## src/rtl/multi_toggle_detector.sv

```systemverilog
// Multi-channel synchronised edge detector with per-channel pulse, sticky flag and saturating counter.
// Define DEBOUNCE_EN to insert a DEBOUNCE_CYCLES stability filter after each synchroniser.
module multi_toggle_detector #(
   parameter int unsigned CHANNELS        = 4,
   parameter int unsigned SYNC_STAGES     = 2,
   parameter int unsigned CNT_WIDTH       = 8,
   parameter int unsigned DEBOUNCE_CYCLES = 16
) (
   input  logic                          clock,
   input  logic                          reset,
   input  logic [CHANNELS-1:0]           din,
   input  logic [1:0]                    mode,
   input  logic                          clear,
   output logic [CHANNELS-1:0]           pulse,
   output logic [CHANNELS-1:0]           sticky,
   output logic [CHANNELS*CNT_WIDTH-1:0] count,
   output logic                          any
);

   if (CHANNELS < 1 || CHANNELS > 32) begin : g_bad_channels
      $error("CHANNELS must be within 1..32");
   end
   if (SYNC_STAGES < 2) begin : g_bad_sync
      $error("SYNC_STAGES must be at least 2");
   end
   if (DEBOUNCE_CYCLES < 1) begin : g_bad_debounce
      $error("DEBOUNCE_CYCLES must be at least 1");
   end

   // Priming waits until the synchroniser (and filter) hold real samples, so a level
   // already present at reset release is never mistaken for an edge.
`ifdef DEBOUNCE_EN
   localparam int unsigned PRIME_EDGES = SYNC_STAGES + 2;
`else
   localparam int unsigned PRIME_EDGES = SYNC_STAGES + 1;
`endif
   localparam int unsigned FILL_W = $clog2(PRIME_EDGES + 1);

   logic [CHANNELS-1:0]           r_sync [SYNC_STAGES];
   logic [FILL_W-1:0]             r_fill;
   logic [CHANNELS-1:0]           r_prev;
   logic [CHANNELS-1:0]           r_pulse;
   logic [CHANNELS-1:0]           r_sticky;
   logic [CHANNELS*CNT_WIDTH-1:0] r_count;
   logic                          r_any;

   logic                          w_primed;
   logic [CHANNELS-1:0]           w_sync;
   logic [CHANNELS-1:0]           w_s;
   logic [CHANNELS-1:0]           w_rise;
   logic [CHANNELS-1:0]           w_fall;
   logic [CHANNELS-1:0]           w_event;

   assign w_sync   = r_sync[SYNC_STAGES-1];
   assign w_primed = (r_fill == FILL_W'(PRIME_EDGES));

   always_ff @(posedge clock or negedge reset) begin
      if (!reset) begin
         for (int unsigned st = 0; st < SYNC_STAGES; st++) begin
            r_sync[st] <= '0;
         end
      end else begin
         r_sync[0] <= din;
         for (int unsigned st = 1; st < SYNC_STAGES; st++) begin
            r_sync[st] <= r_sync[st-1];
         end
      end
   end

   always_ff @(posedge clock or negedge reset) begin
      if (!reset) begin
         r_fill <= '0;
      end else if (!w_primed) begin
         r_fill <= r_fill + FILL_W'(1);
      end
   end

`ifdef DEBOUNCE_EN
   localparam int unsigned DB_W = $clog2(DEBOUNCE_CYCLES + 1);

   logic [CHANNELS-1:0] r_lvl;
   logic [DB_W-1:0]     r_db_cnt [CHANNELS];

   // Accept a new level only after DEBOUNCE_CYCLES consecutive differing samples.
   always_ff @(posedge clock or negedge reset) begin
      if (!reset) begin
         r_lvl <= '0;
         for (int unsigned i = 0; i < CHANNELS; i++) begin
            r_db_cnt[i] <= '0;
         end
      end else begin
         for (int unsigned i = 0; i < CHANNELS; i++) begin
            if (!w_primed) begin
               r_lvl[i]    <= w_sync[i];
               r_db_cnt[i] <= '0;
            end else if (w_sync[i] == r_lvl[i]) begin
               r_db_cnt[i] <= '0;
            end else if (r_db_cnt[i] == DB_W'(DEBOUNCE_CYCLES - 1)) begin
               r_lvl[i]    <= w_sync[i];
               r_db_cnt[i] <= '0;
            end else begin
               r_db_cnt[i] <= r_db_cnt[i] + DB_W'(1);
            end
         end
      end
   end

   assign w_s = r_lvl;
`else
   assign w_s = w_sync;
`endif

   always_comb begin
      w_rise  = w_s & ~r_prev;
      w_fall  = ~w_s & r_prev;
      w_event = '0;
      if (w_primed) begin
         case (mode)
            2'b00:   w_event = w_rise | w_fall;
            2'b01:   w_event = w_rise;
            2'b10:   w_event = w_fall;
            default: w_event = '0;
         endcase
      end
   end

   // Clear outranks a same-cycle event for sticky/count; pulse is unaffected by clear.
   always_ff @(posedge clock or negedge reset) begin
      if (!reset) begin
         r_prev   <= '0;
         r_pulse  <= '0;
         r_sticky <= '0;
         r_count  <= '0;
         r_any    <= 1'b0;
      end else begin
         r_prev  <= w_s;
         r_pulse <= w_event;
         r_any   <= |r_pulse;
         for (int unsigned i = 0; i < CHANNELS; i++) begin
            if (clear) begin
               r_sticky[i]                       <= 1'b0;
               r_count[i*CNT_WIDTH +: CNT_WIDTH] <= '0;
            end else if (w_event[i]) begin
               r_sticky[i] <= 1'b1;
               if (r_count[i*CNT_WIDTH +: CNT_WIDTH] != {CNT_WIDTH{1'b1}}) begin
                  r_count[i*CNT_WIDTH +: CNT_WIDTH] <= r_count[i*CNT_WIDTH +: CNT_WIDTH] + CNT_WIDTH'(1);
               end
            end
         end
      end
   end

   assign pulse  = r_pulse;
   assign sticky = r_sticky;
   assign count  = r_count;
   assign any    = r_any;

endmodule

```

## config.mk

```make
export PLATFORM = sky130hd
export DESIGN_NAME = multi_toggle_detector
export DESIGN_NICKNAME = d
export VERILOG_FILES = /design/src/rtl/multi_toggle_detector.sv
export SDC_FILE = /design/constraint.sdc
export NUM_CORES = 1
export LEC_CHECK = 0
export BUFFER_PORTS_ARGS = -buffer_cell sky130_fd_sc_hd__buf_2
export CAP_MARGIN = 20
export CORE_MARGIN = 5
export CORE_UTILIZATION = 60
export DETAILED_ROUTE_END_ITERATION = 10
export GPL_TIMING_DRIVEN = 0
export PLACE_DENSITY = 0.85
export SYNTH_ARGS = -nofsm -noshare
export SYNTH_HDL_FRONTEND = slang
export SYNTH_SLANG_ARGS = --single-unit
```

## constraint.sdc

```tcl
create_clock -name clock -period 2.9 [get_ports clock]
set_clock_uncertainty 0.05 [all_clocks]
set_input_delay 0.87 -clock clock [delete_from_list [all_inputs] [get_ports clock]]
set_output_delay 0.87 -clock clock [all_outputs]
set_load 0.03 [all_outputs]
```

* Word-level counts from Yosys, hierarchy flattened *
Index checks and enable logic that the tools add are counted.

cells by class
  $add $sub $neg = 5
  equal/unequal tests = 7
  muxes and demuxes = 22
  bitwise operators = 5
  reductions and logical operators = 14

operator list
  operator                                                         count
  8-bit 2-to-1 mux                                                 12
  8-bit by 1-bit adder with 8-bit output, second input constant    4
  8-bit != test, second input constant                             4
  2-bit nonzero test                                               8
  4-bit case mux with 3 select lines                               1
  4-bit bitwise AND                                                2
  1-bit 2-to-1 mux                                                 8
  4-bit inverter                                                   2
  2-bit AND reduction                                              4
  2-bit == test, second input constant                             2
  4-bit 2-to-1 mux                                                 1
  4-bit OR                                                         1
  4-bit OR reduction                                               1
  2-bit by 1-bit adder with 2-bit output, second input constant    1
  2-bit by 1-bit == test with 1-bit output, second input constant  1
  2-bit logical NOT                                                1

word-level totals
  bits in registers = 55
  bits of input ports = 9

* Longest topological paths before layout *
Gate-level depths: netlist of the first run.

  word-level depth = 7
  gate-level depth with buffers = 8
  gate-level depth less buffers = 7

* Least setup slack after synthesis of the first run *
OpenSTA, ideal clock, no wires.

  path kind = input to register
  start point = in mode[1]
  end point = reg r_count[13] (netlist: count[13])
  library setup time = 128 ps
  arrival time = 2011 ps
  slack = 712 ps
  stages on the path = 5
  path buffers = 1
  cells stage by stage = buf_6 -> nor2b_1 -> o31a_1 -> nor4_2 -> mux2_1

on the way
  longest elaborated chain between the ends = 5
  elaborated cells on any way between the ends = 7

ends and longest elaborated chain
  element                                      RTL line  RTL
  start, declared                              12        input logic [1:0] mode,
  2-bit == test, or another cell as far along  118       case (mode)
  4-bit case mux with 3 select lines (*)       118
  4-bit 2-to-1 mux (*)                         117       if (w_primed) begin
  2-bit nonzero test (no line) (*)             n/a
  2-bit AND reduction (no line) (*)            n/a
  end signal, assigned by index                146       r_count[i*CNT_WIDTH +: CNT_WIDTH] <= r_count[i*CNT_WIDTH +: CNT_WIDTH] + CNT_WIDTH'(1);
  end, declared                                44        logic [CHANNELS*CNT_WIDTH-1:0] r_count;

Mark *: on every way between the ends. The rest lies on a longest branch, timed or not.
A chain may end at the register's enable or synchronous reset.

* Worst setup path after layout of the first run *
  start point = in clear
  end point = reg r_sticky[3] (netlist: sticky[3])

on the way
  longest elaborated chain between the ends = 1
  elaborated cells on any way between the ends = 2

ends and longest elaborated chain
  element                                                        RTL line  RTL
  start, declared                                                13        input logic clear,
  1-bit 2-to-1 mux / 2-bit nonzero test (equally long branches)  n/a
  end signal, assigned                                           132       r_sticky <= '0;
  end signal, assigned by index                                  141       r_sticky[i] <= 1'b0;
  end signal, assigned by index                                  144       r_sticky[i] <= 1'b1;
  end, declared                                                  43        logic [CHANNELS-1:0] r_sticky;

Parallel ways exist; a longest one is shown, timed or not.

==> results of run 1 <==
power groups by stage:
stage,logic [mW],registers [mW],clock network (mW)
6_report,0.196,0.818,0.588
5_1_grt,0.218,0.823,0.641
4_1_cts,0.199,0.818,0.603
3_5_place_dp,0.198,0.833,0
3_3_place_gp,0.190,0.832,0
2_1_floorplan,0.0858,0.870,0
how the worst min path moves through the flow:
stage / startpoint / endpoint / slack (ns)
finish: r_sync[7] / w_s[3] / 0.30
global placement: r_sync[5] / w_s[1] / 0.28
detailed placement: r_sync[5] / w_s[1] / 0.29
floorplan: r_sync[4] / w_s[0] / 0.28
global route: r_sync[5] / w_s[1] / 0.32
CTS: r_sync[6] / w_s[2] / 0.31
final cells by class:
class / count / area [um2] / share of cell area (%)
tap: 54 / 67.6 / 2.05
multi-input combinational: 185 / 1320 / 40.2
inverter: 17 / 63.8 / 1.94
clock buffer: 6 / 72.6 / 2.20
sequential: 55 / 1380 / 41.8
timing repair buffer: 50 / 265 / 8.06
buffer: 9 / 62.6 / 1.90
clock inverter: 2 / 60.1 / 1.82
per-layer routing:
metal | global-route usage [%] | vias to the layer above | wire [um]
li1 | - | 1087 | -
met1 | 26.7 | 1096 | 2650
met2 | 35.3 | 68 | 2930
met3 | 4.36 | 7 | 333
met4 | 5.42 | 0 | 55
met5 | 0 | - | 0
cells in the final DEF (no fill, tap or decap), types with 4 or more instances in the layout:
cell	netlist	final
inv_1	14	14
nand4_1	5	5
nor2_1	21	21
nand2b_1	5	5
ha_1	13	13
buf_2	2	51
and4b_1	4	4
nor2b_1	15	15
dfrtp_1	55	55
mux2_2	4	4
or4_1	5	5
a21oi_1	14	14
clkbuf_8	0	5
nor3_1	6	6
nand3_1	12	12
mux2_1	7	7
or3_1	6	6
o31ai_1	5	5
a311oi_1	5	5
o21ai_0	9	9
and3_1	5	5
nand2_1	10	10
state kept, by name, summed over array words and instances (netlist names):
register	flops
pulse	4
sticky	4
w_s	4
r_fill	2
any	1
r_sync	4
r_prev	4
count	32
metrics by stage:
step | hold WS, ns | instance area [um2] | power, mW | util, %
6_report | 0.301 | 3290 | 1.60 | 70.6
5_1_grt | 0.315 | 3290 | 1.68 | 70.6
4_1_cts | 0.307 | 3290 | 1.62 | 70.6
3_5_place_dp | 0.287 | 3160 | 1.03 | 67.8
3_3_place_gp | 0.282 | 3140 | 1.02 | 67.4
2_1_floorplan | 0.281 | 2830 | 0.956 | -
cell families (layout without fill, tap and decap cells):
group / after synthesis / count (layout)
simple gates: 106 / 106
fa+ha+maj: 13 / 13
compound gates: 52 / 52
flops: 55 / 55
mux: 13 / 13
buf+inv: 26 / 84
xor+xnor: 1 / 1
worst register-to-register path, stage by stage, from the launching register on:
cell and delay (ns):
dfrtp_1 0.37, inv_1 0.06, ha_1 0.27, nor2b_1 0.15, o31a_1 0.30, nor4_2 0.29
mux2_1 0.37
==> flow_metrics.env, run 1 <==
export IMPL_io_pins=50
export IMPL_crit_chain="buf_2 > buf_2 > buf_1 > clkbuf_1 > nor2_1"
export IMPL_grt_max_degree=42
export IMPL_seqPwrFrac_pct=51.0
export IMPL_ys_ff_latch=55
export IMPL_synth_compound_area_share_pct=14.0
export IMPL_cts_resized=0
export IMPL_clk_pin_slew_ns=0.10
export IMPL_crit_end="sticky[3]"
export IMPL_fin_cells=378
export IMPL_cts_hold_buf=0
export IMPL_powerDensity_mw_per_mm2=487
export IMPL_async_flop_share_pct=100
export IMPL_crit_required_ns=3.04
export IMPL_start_util_pct=60.6
export IMPL_post_cts_buffers=0
export IMPL_area_growth_pct=16.5
export IMPL_drt_vias_per_instance=5.97
export IMPL_switching_share_pct=24.9
export IMPL_cpMaxStageDelayCell="buf_1"
export IMPL_critical_path_top_delay_family="buffers and inverters"
export IMPL_pwr_share_clk_pct=36.7
export IMPL_reg2reg_from="w_s[1]"
export IMPL_synth_area_mux_share_pct=5.09
export IMPL_worst_pin_slew_ns=0.528
export IMPL_synth_top_area_share_pct=48.7
export IMPL_synth_simple_gate_area_share_pct=21.7
export IMPL_nNetsFinal=345
export IMPL_ys_types=51
export IMPL_yosys_warnings=0
export IMPL_cp_num_cells=5
export IMPL_arrival_ns=2.26
export IMPL_syn_nets=288
export IMPL_wl_per_cell_um=15.8
export IMPL_core_mm2=0.00466
export IMPL_rsz0062_at_grt="false"
export IMPL_clock_tree_buffer_depth=2
export IMPL_startpoint="clear"
export IMPL_dp_cells=370
export IMPL_slew_violations=0
export IMPL_maxCapViolCount=0
export IMPL_clk_latency_ns=0.31
export IMPL_grt_pass1_vias=2143
export IMPL_setup_viol_count_final=0
export IMPL_ant_nets=0
export IMPL_antenna_found_initial=0
export IMPL_die_y_um=78.6
export IMPL_synthTopCellsByArea="dfrtp_1 (49%), ha_1 (5.8%), nor2b_1 (3.3%)"
export IMPL_post_synth_top_count_cell="dfrtp_1"
export IMPL_dr_pass1_iters=4
export IMPL_synthAdderAreaFrac_pct=5.75
export IMPL_grt_use_total_pct=20.7
export IMPL_first_iter_violations=168
export IMPL_grt_overflow=0
export IMPL_fp_dieW_um=78.6
export IMPL_cts_sinks=55
export IMPL_crit_path_start_kind="input port"
export IMPL_synth_common_cells="dfrtp_1 (55), nor2_1 (21), nor2b_1 (15)"
export IMPL_worstSetupEndpointType="flip-flop"
export IMPL_max_freq_mhz=471
export IMPL_ir_worst_vdd_mv=0.288
export IMPL_synth_edf_count=0
export IMPL_place_congestion=0.876
export IMPL_vias=2258
export IMPL_numPortBuffers=49
export IMPL_fill_cells=368
export IMPL_p_leak_nw=1.59
export IMPL_rrSetupSlack_ns=0.94
export IMPL_crit_buf_inv=4
export IMPL_post_synth_cell_area_avg_um2=10.6
export IMPL_fin_tns_setup_ns=0
export IMPL_hold_class="flip-flop to flip-flop"
export IMPL_net_switching_power_mw=0.399
export IMPL_hold_viol=0
export IMPL_cts_root_buf="clkbuf_8"
export IMPL_outcome="finished, final reports clean"
export IMPL_syn_inst=266
export IMPL_r2r_cells=6
export IMPL_p_comb_share_pct=12.2
export IMPL_cp_slowest_stage_delay_ns=0.45
export IMPL_dpl_worst_slack_ns=0.407
export IMPL_min_period_ns=2.12
export IMPL_grt_pass1_wl_mm=10.2
export IMPL_drc=0
export IMPL_regToRegEndpoint="count[13]"
export IMPL_cts_tree="built"
export IMPL_yosys_area_share_xor_xnor_pct=0.310
export IMPL_placementRows=25
export IMPL_synth_top_area_cell="dfrtp_1"
export IMPL_fin_ws_ns=0.779
export IMPL_internal_power_mw=1.20
export IMPL_drive_above_1_share_pct=23.8
export IMPL_fin_crit_sh_pct=73.1
export IMPL_holdPathStages=0
export IMPL_cts_buffers=5
export IMPL_max_slew_margin_pct=64.8
export IMPL_cp_max_fo=10
export IMPL_crit_type="input port to flip-flop"
export IMPL_syn_cell_area_mm2=0.00283
export IMPL_ys_flop_type="dfrtp_1"
export IMPL_dp_hpwl_mm=4.25
export IMPL_dieArea_mm2=0.00618
export IMPL_synth_top_family_by_area="simple AND/OR/NAND/NOR gates"
export IMPL_postRouteWirelength_mm=5.97
export IMPL_crit_path_frequent_cell="buf_2"
export IMPL_htreeDepth=2
export IMPL_antenna_cells=0
export IMPL_synth_seq_area_share_pct=48.7
No activity file was read; power rests on OpenSTA's default activity.
==> run 2, diff against run 1 <==
--- a/config.mk
+++ b/config.mk
@@ -8,10 +8,10 @@
 export BUFFER_PORTS_ARGS = -buffer_cell sky130_fd_sc_hd__buf_2
 export CAP_MARGIN = 20
 export CORE_MARGIN = 5
-export CORE_UTILIZATION = 60
+export CORE_UTILIZATION = 56
 export DETAILED_ROUTE_END_ITERATION = 10
 export GPL_TIMING_DRIVEN = 0
-export PLACE_DENSITY = 0.85
+export PLACE_DENSITY = 0.8
 export SYNTH_ARGS = -nofsm -noshare
 export SYNTH_HDL_FRONTEND = slang
 export SYNTH_SLANG_ARGS = --single-unit
==> constraint.sdc (replaced) <==
create_clock -name clock -period 2.1 [get_ports clock]
set_clock_uncertainty 0.05 [all_clocks]
set_input_delay 0.63 -clock clock [delete_from_list [all_inputs] [get_ports clock]]
set_output_delay 0.63 -clock clock [all_outputs]
set_load 0.03 [all_outputs]
==> run 2 against run 1 <==
  * Critical path depth increased by 1
  * Critical path type is now flip-flop to flip-flop
  * Highest routed layer unchanged
  * Setup slack got worse by 0.62 ns
  * Core utilization decreased by 2.2 points
  * Via count is 1.7% lower
==> flow_metrics.env, run 2 (synthesis results as in run 1) <==
export IMPL_dp_cells=383
export IMPL_cts_root_buf="clkbuf_8"
export IMPL_arrival_ns=2.09
export IMPL_htreeDepth=2
export IMPL_wl_per_cell_um=14.2
export IMPL_min_period_ns=1.94
export IMPL_drt_vias_per_instance=5.68
export IMPL_final_area_mm2=0.00330
export IMPL_grt_overflow=0
export IMPL_die_y_um=81.0
export IMPL_register_area_mm2=0.00138
export IMPL_area_growth_pct=16.6
export IMPL_cp_max_fo=4
export IMPL_fp_dieW_um=81.0
export IMPL_cts_buffers=5
export IMPL_postRouteWirelength_mm=5.55
export IMPL_final_common_cell="dfrtp_1"
export IMPL_cpMaxStageDelayCell="dfrtp_1"
export IMPL_clock_tree_buffer_depth=2
export IMPL_worst_pin_slew_ns=0.635
export IMPL_crit_chain="inv_1 > ha_1 > nor2b_1 > o31ai_2 > and3_1 > mux2_1"
export IMPL_cts_tree="built"
export IMPL_dp_hpwl_mm=4.11
export IMPL_cts_sinks=55
export IMPL_dieArea_mm2=0.00657
export IMPL_crit_required_ns=2.25
export IMPL_first_iter_violations=134
export IMPL_largest_reg_flops=32
export IMPL_outcome="finished, final reports clean"
export IMPL_multi_input_area_mm2=0.00132
export IMPL_rsz0062_at_grt="false"
export IMPL_hold_viol=0
export IMPL_max_freq_mhz=515
export IMPL_maxCapViolCount=0
export IMPL_antenna_cells=0
export IMPL_ir_worst_vdd_mv=0.456
export IMPL_drive_above_1_share_pct=24.1
export IMPL_fin_cells=391
export IMPL_crit_path_start_kind="flip-flop"
export IMPL_cts_hold_buf=0
export IMPL_drc=0
export IMPL_antenna_found_initial=0
export IMPL_finalHoldWorstSlack_ns=0.275
export IMPL_grt_pass1_vias=2054
export IMPL_core_mm2=0.00482
export IMPL_placementRows=25
export IMPL_fill_cells=393
export IMPL_vias=2219
export IMPL_fin_tns_setup_ns=0
export IMPL_io_pins=50
export IMPL_post_cts_buffers=0
export IMPL_clk_pin_slew_ns=0.10
export IMPL_grt_max_degree=29
export IMPL_grt_use_total_pct=18.4
export IMPL_cts_resized=0
export IMPL_final_util_pct=68.4
export IMPL_clk_latency_ns=0.31
export IMPL_nNetsFinal=345
export IMPL_most_common_layout_cells="dfrtp_1 (55), buf_2 (51), nor2_1 (21), nor2b_1 (15)"
export IMPL_place_congestion=0.863
export IMPL_cp_slowest_stage_delay_ns=0.39
export IMPL_ant_nets=0
export IMPL_slew_violations=0
export IMPL_dr_pass1_iters=4
export IMPL_grt_pass1_wl_mm=9.58
export IMPL_hold_class="input port to async pin"
export IMPL_fin_crit_sh_pct=92.5
export IMPL_worstSetupEndpointType="flip-flop"
export IMPL_powerDensity_mw_per_mm2=649
export IMPL_crit_type="flip-flop to flip-flop"
export IMPL_placed_cell_area_mm2=0.00318
export IMPL_numPortBuffers=49
export IMPL_p_leak_nw=1.59
export IMPL_setup_viol_count_final=0
export IMPL_max_slew_margin_pct=57.7
export IMPL_start_util_pct=58.7
## run 2: cell types whose count changed in the layout (fill, tap and decap cells not counted), sizes merged
| cell | change |
|---|---|
| bufinv | -1 |
| inv | +1 |
## run 2: final cells by class
cell class / instances / area share [%]
buffer: 9 / 1.90
clock buffer: 6 / 2.50
clock inverter: 2 / 1.18
inverter: 17 / 1.94
multi-input combinational: 185 / 40.2
sequential: 55 / 41.7
tap: 67 / 2.54
timing repair buffer: 50 / 8.05
## run 2: through the flow
stage	power (mW)	worst slack, ns
final	2.14	0.158
after CTS	2.17	0.131
after global routing	2.24	0.0223
after floorplan	1.32	0.152
after global placement	1.41	-0.142
after detailed placement	1.42	-0.145
## run 2: critical path, delay by kind of cell (launching register included)
family	cells	cell delay, ns
simple gates	2	0.42
buf+inv	1	0.05
compound gates	1	0.32
flops	1	0.39
mux	1	0.33
fa+ha+maj	1	0.28
## run 2: per-layer routing
| metal | vias up | global-route usage, % | part of all wire [%] |
|---|---|---|---|
| met5 | - | 0 | 0 |
| met4 | 0 | 3.04 | 0.76 |
| met3 | 5 | 4.55 | 5.5 |
| met2 | 45 | 32.4 | 49 |
| met1 | 1086 | 23.2 | 44 |
| li1 | 1083 | - | - |
## run 2: final timing paths
| check | slack (ns) | cells past startpoint | endpoint | startpoint |
|---|---|---|---|---|
| setup / recovery | 0.16 | 6 | count[8] | w_s[1] |
| hold / removal | 0.27 | 1 | count[2] | reset |
| setup reg to reg | 0.16 | 6 | count[8] | w_s[1] |
| hold reg to reg | 0.31 | 0 | w_s[3] | r_sync[7] |
| max in group asynchronous | 1.16 | 2 | count[15] | reset |
| min in group clock | 0.31 | 0 | w_s[3] | r_sync[7] |
## run 2: power breakdown
part	leakage [nW]	total (mW)	internal [mW]	switching [mW]
clock	0.0618	0.744	0.393	0.352
combinational	0.811	0.267	0.0875	0.180
sequential	0.714	1.13	1.10	0.0319
total	1.59	2.14	1.58	0.563
==> run 3, diff against run 2 <==
--- a/config.mk
+++ b/config.mk
@@ -7,11 +7,14 @@
 export LEC_CHECK = 0
 export BUFFER_PORTS_ARGS = -buffer_cell sky130_fd_sc_hd__buf_2
 export CAP_MARGIN = 20
+export CORE_ASPECT_RATIO = 2
 export CORE_MARGIN = 5
 export CORE_UTILIZATION = 56
+export CTS_CLUSTER_DIAMETER = 60
 export DETAILED_ROUTE_END_ITERATION = 10
 export GPL_TIMING_DRIVEN = 0
 export PLACE_DENSITY = 0.8
+export SKIP_CTS_REPAIR_TIMING = 1
 export SYNTH_ARGS = -nofsm -noshare
 export SYNTH_HDL_FRONTEND = slang
 export SYNTH_SLANG_ARGS = --single-unit
==> run 3 against run 2 <==
  * Sequential power about the same
  * Via count up 4.1%
  * Final area decreased by 0.80%
  * Wire length is 13% higher
  * Sequential share of layout area grew 0.34 points
  * Setup slack improved by 0.0042 ns
  * Critical endpoint unchanged
  * Core utilization decreased by 1.8 points
==> flow_metrics.env, run 3 (synthesis results as in run 1) <==
export IMPL_outcome="finished, final reports clean"
export IMPL_min_period_ns=1.94
export IMPL_placementRows=36
export IMPL_fp_dieW_um=60.2
export IMPL_crit_type="flip-flop to flip-flop"
export IMPL_final_area_mm2=0.00327
export IMPL_ir_worst_vdd_mv=0.549
export IMPL_rsz0062_at_grt="false"
export IMPL_clock_tree_buffer_depth=2
export IMPL_drt_vias_per_instance=6.09
export IMPL_crit_chain="inv_1 > ha_1 > nor2b_1 > o31ai_2 > and3_1 > mux2_1"
export IMPL_hold_class="input port to async pin"
export IMPL_grt_use_total_pct=21.2
export IMPL_htreeDepth=2
export IMPL_fin_crit_sh_pct=92.3
export IMPL_dp_hpwl_mm=4.73
export IMPL_dieArea_mm2=0.00665
export IMPL_wl_per_cell_um=16.5
export IMPL_cp_slowest_stage_delay_ns=0.38
export IMPL_reg2reg_from="w_s[1]"
export IMPL_p_leak_nw=1.58
export IMPL_grt_overflow=0
export IMPL_largest_reg_flops=32
export IMPL_worst_pin_slew_ns=0.638
export IMPL_start_util_pct=57.6
export IMPL_regToRegEndpoint="count[8]"
export IMPL_place_congestion=0.813
export IMPL_maxCapViolCount=0
export IMPL_r2r_cells=6
export IMPL_most_common_layout_cells="dfrtp_1 (55), buf_2 (51), nor2_1 (21), nor2b_1 (15)"
export IMPL_antenna_found_initial=0
export IMPL_cts_root_buf="clkbuf_8"
export IMPL_grt_pass1_wl_mm=11.0
export IMPL_clk_latency_ns=0.31
export IMPL_hold_viol=0
export IMPL_io_pins=50
export IMPL_cp_max_fo=4
export IMPL_rrSetupSlack_ns=0.16
export IMPL_nNetsFinal=344
export IMPL_crit_path_start_kind="flip-flop"
export IMPL_numPortBuffers=49
export IMPL_first_iter_violations=96
export IMPL_final_common_cell="dfrtp_1"
export IMPL_max_slew_margin_pct=57.5
export IMPL_powerDensity_mw_per_mm2=640
export IMPL_cts_buffers=5
export IMPL_drive_above_1_share_pct=23.6
export IMPL_dr_pass1_iters=6
export IMPL_antenna_cells=0
export IMPL_drc=0
export IMPL_vias=2310
export IMPL_setup_viol_count_final=0
export IMPL_fin_ws_ns=0.162
export IMPL_core_mm2=0.00491
export IMPL_clk_pin_slew_ns=0.10
export IMPL_cpMaxStageDelayCell="dfrtp_1"
export IMPL_grt_pass1_vias=2432
export IMPL_worstSetupEndpointType="flip-flop"
export IMPL_die_y_um=110
export IMPL_crit_required_ns=2.26
export IMPL_arrival_ns=2.09
export IMPL_ant_nets=0
export IMPL_dpl_worst_slack_ns=-0.232
export IMPL_max_freq_mhz=516
export IMPL_postRouteWirelength_mm=6.26
export IMPL_area_growth_pct=15.7
export IMPL_placed_cell_area_mm2=0.00316
export IMPL_cts_sinks=55
export IMPL_slew_violations=0
export IMPL_fill_cells=415
export IMPL_cts_tree="built"
export IMPL_grt_max_degree=30
## run 3: cell types whose count changed in the layout (fill, tap and decap cells not counted)
cell,before,now
nor4_4,0,1
clkbuf_8,6,5
nor4_2,1,0
clkbuf_1,2,3
buf_1,1,0
inv_6,1,0
## run 3: worst max path at each step
stage | startpoint | endpoint | slack [ns] | cells after the start
floorplan | mode[1] | count[13] | 0.15 | 5
global placement | clear | sticky[3] | -0.17 | 5
detailed placement | clear | sticky[2] | -0.23 | 5
CTS | clear | sticky[2] | 0.09 | 5
global route | r_fill[0] | count[29] | 0.02 | 6
finish | w_s[1] | count[8] | 0.16 | 6
## run 3: where the power goes
group | switching (mW) | leakage [nW] | internal, mW
Sequential | 0.0315 | 0.714 | 1.10
Combinational | 0.188 | 0.809 | 0.0875
Clock | 0.339 | 0.0513 | 0.350
Total | 0.558 | 1.58 | 1.54
## run 3: cell type report
cell class                      instances  area (um2)  share of cell area, %
Multi-Input combinational cell        185        1330                   40.7
Clock inverter                          1        30.0                  0.918
Buffer                                  8        58.8                   1.80
Timing Repair Buffer                   50         265                   8.11
Inverter                               17        63.8                   1.95
Tap cell                               57        71.3                   2.18
Sequential cell                        55        1380                   42.1
Clock buffer                            6        72.6                   2.22
## run 3: per-stage QoR
stage | hold slack, ns | instances | total power [mW] | setup TNS [ns] | utilization, %
2_1_floorplan | 0.281 | 266 | 1.32 | 0 | -
5_1_grt | 0.325 | 379 | 2.18 | 0 | 66.6
3_5_place_dp | 0.286 | 373 | 1.43 | -2.35 | 64.4
4_1_cts | 0.288 | 380 | 2.11 | 0 | 66.5
3_3_place_gp | 0.282 | 372 | 1.41 | -1.72 | 64.0
6_report | 0.273 | 379 | 2.09 | 0 | 66.6
## run 3: layer usage
metal | wire length (um) | vias up | GRT usage (%)
li1 | - | 1079 | -
met1 | 2390 | 1131 | 25.1
met2 | 3360 | 85 | 36.0
met3 | 368 | 15 | 3.50
met4 | 137 | 0 | 9.76
met5 | 0 | - | 0
## run 3: worst max-delay path: cells and delay by family (launching register included)
family,cells,cell delay [ns]
multiplexers,1,0.33
AND/OR/NAND/NOR,2,0.43
flip-flops,1,0.38
AO/OA/AOI/OAI,1,0.33
adder cells (fa/ha/maj),1,0.28
buffers and inverters,1,0.05
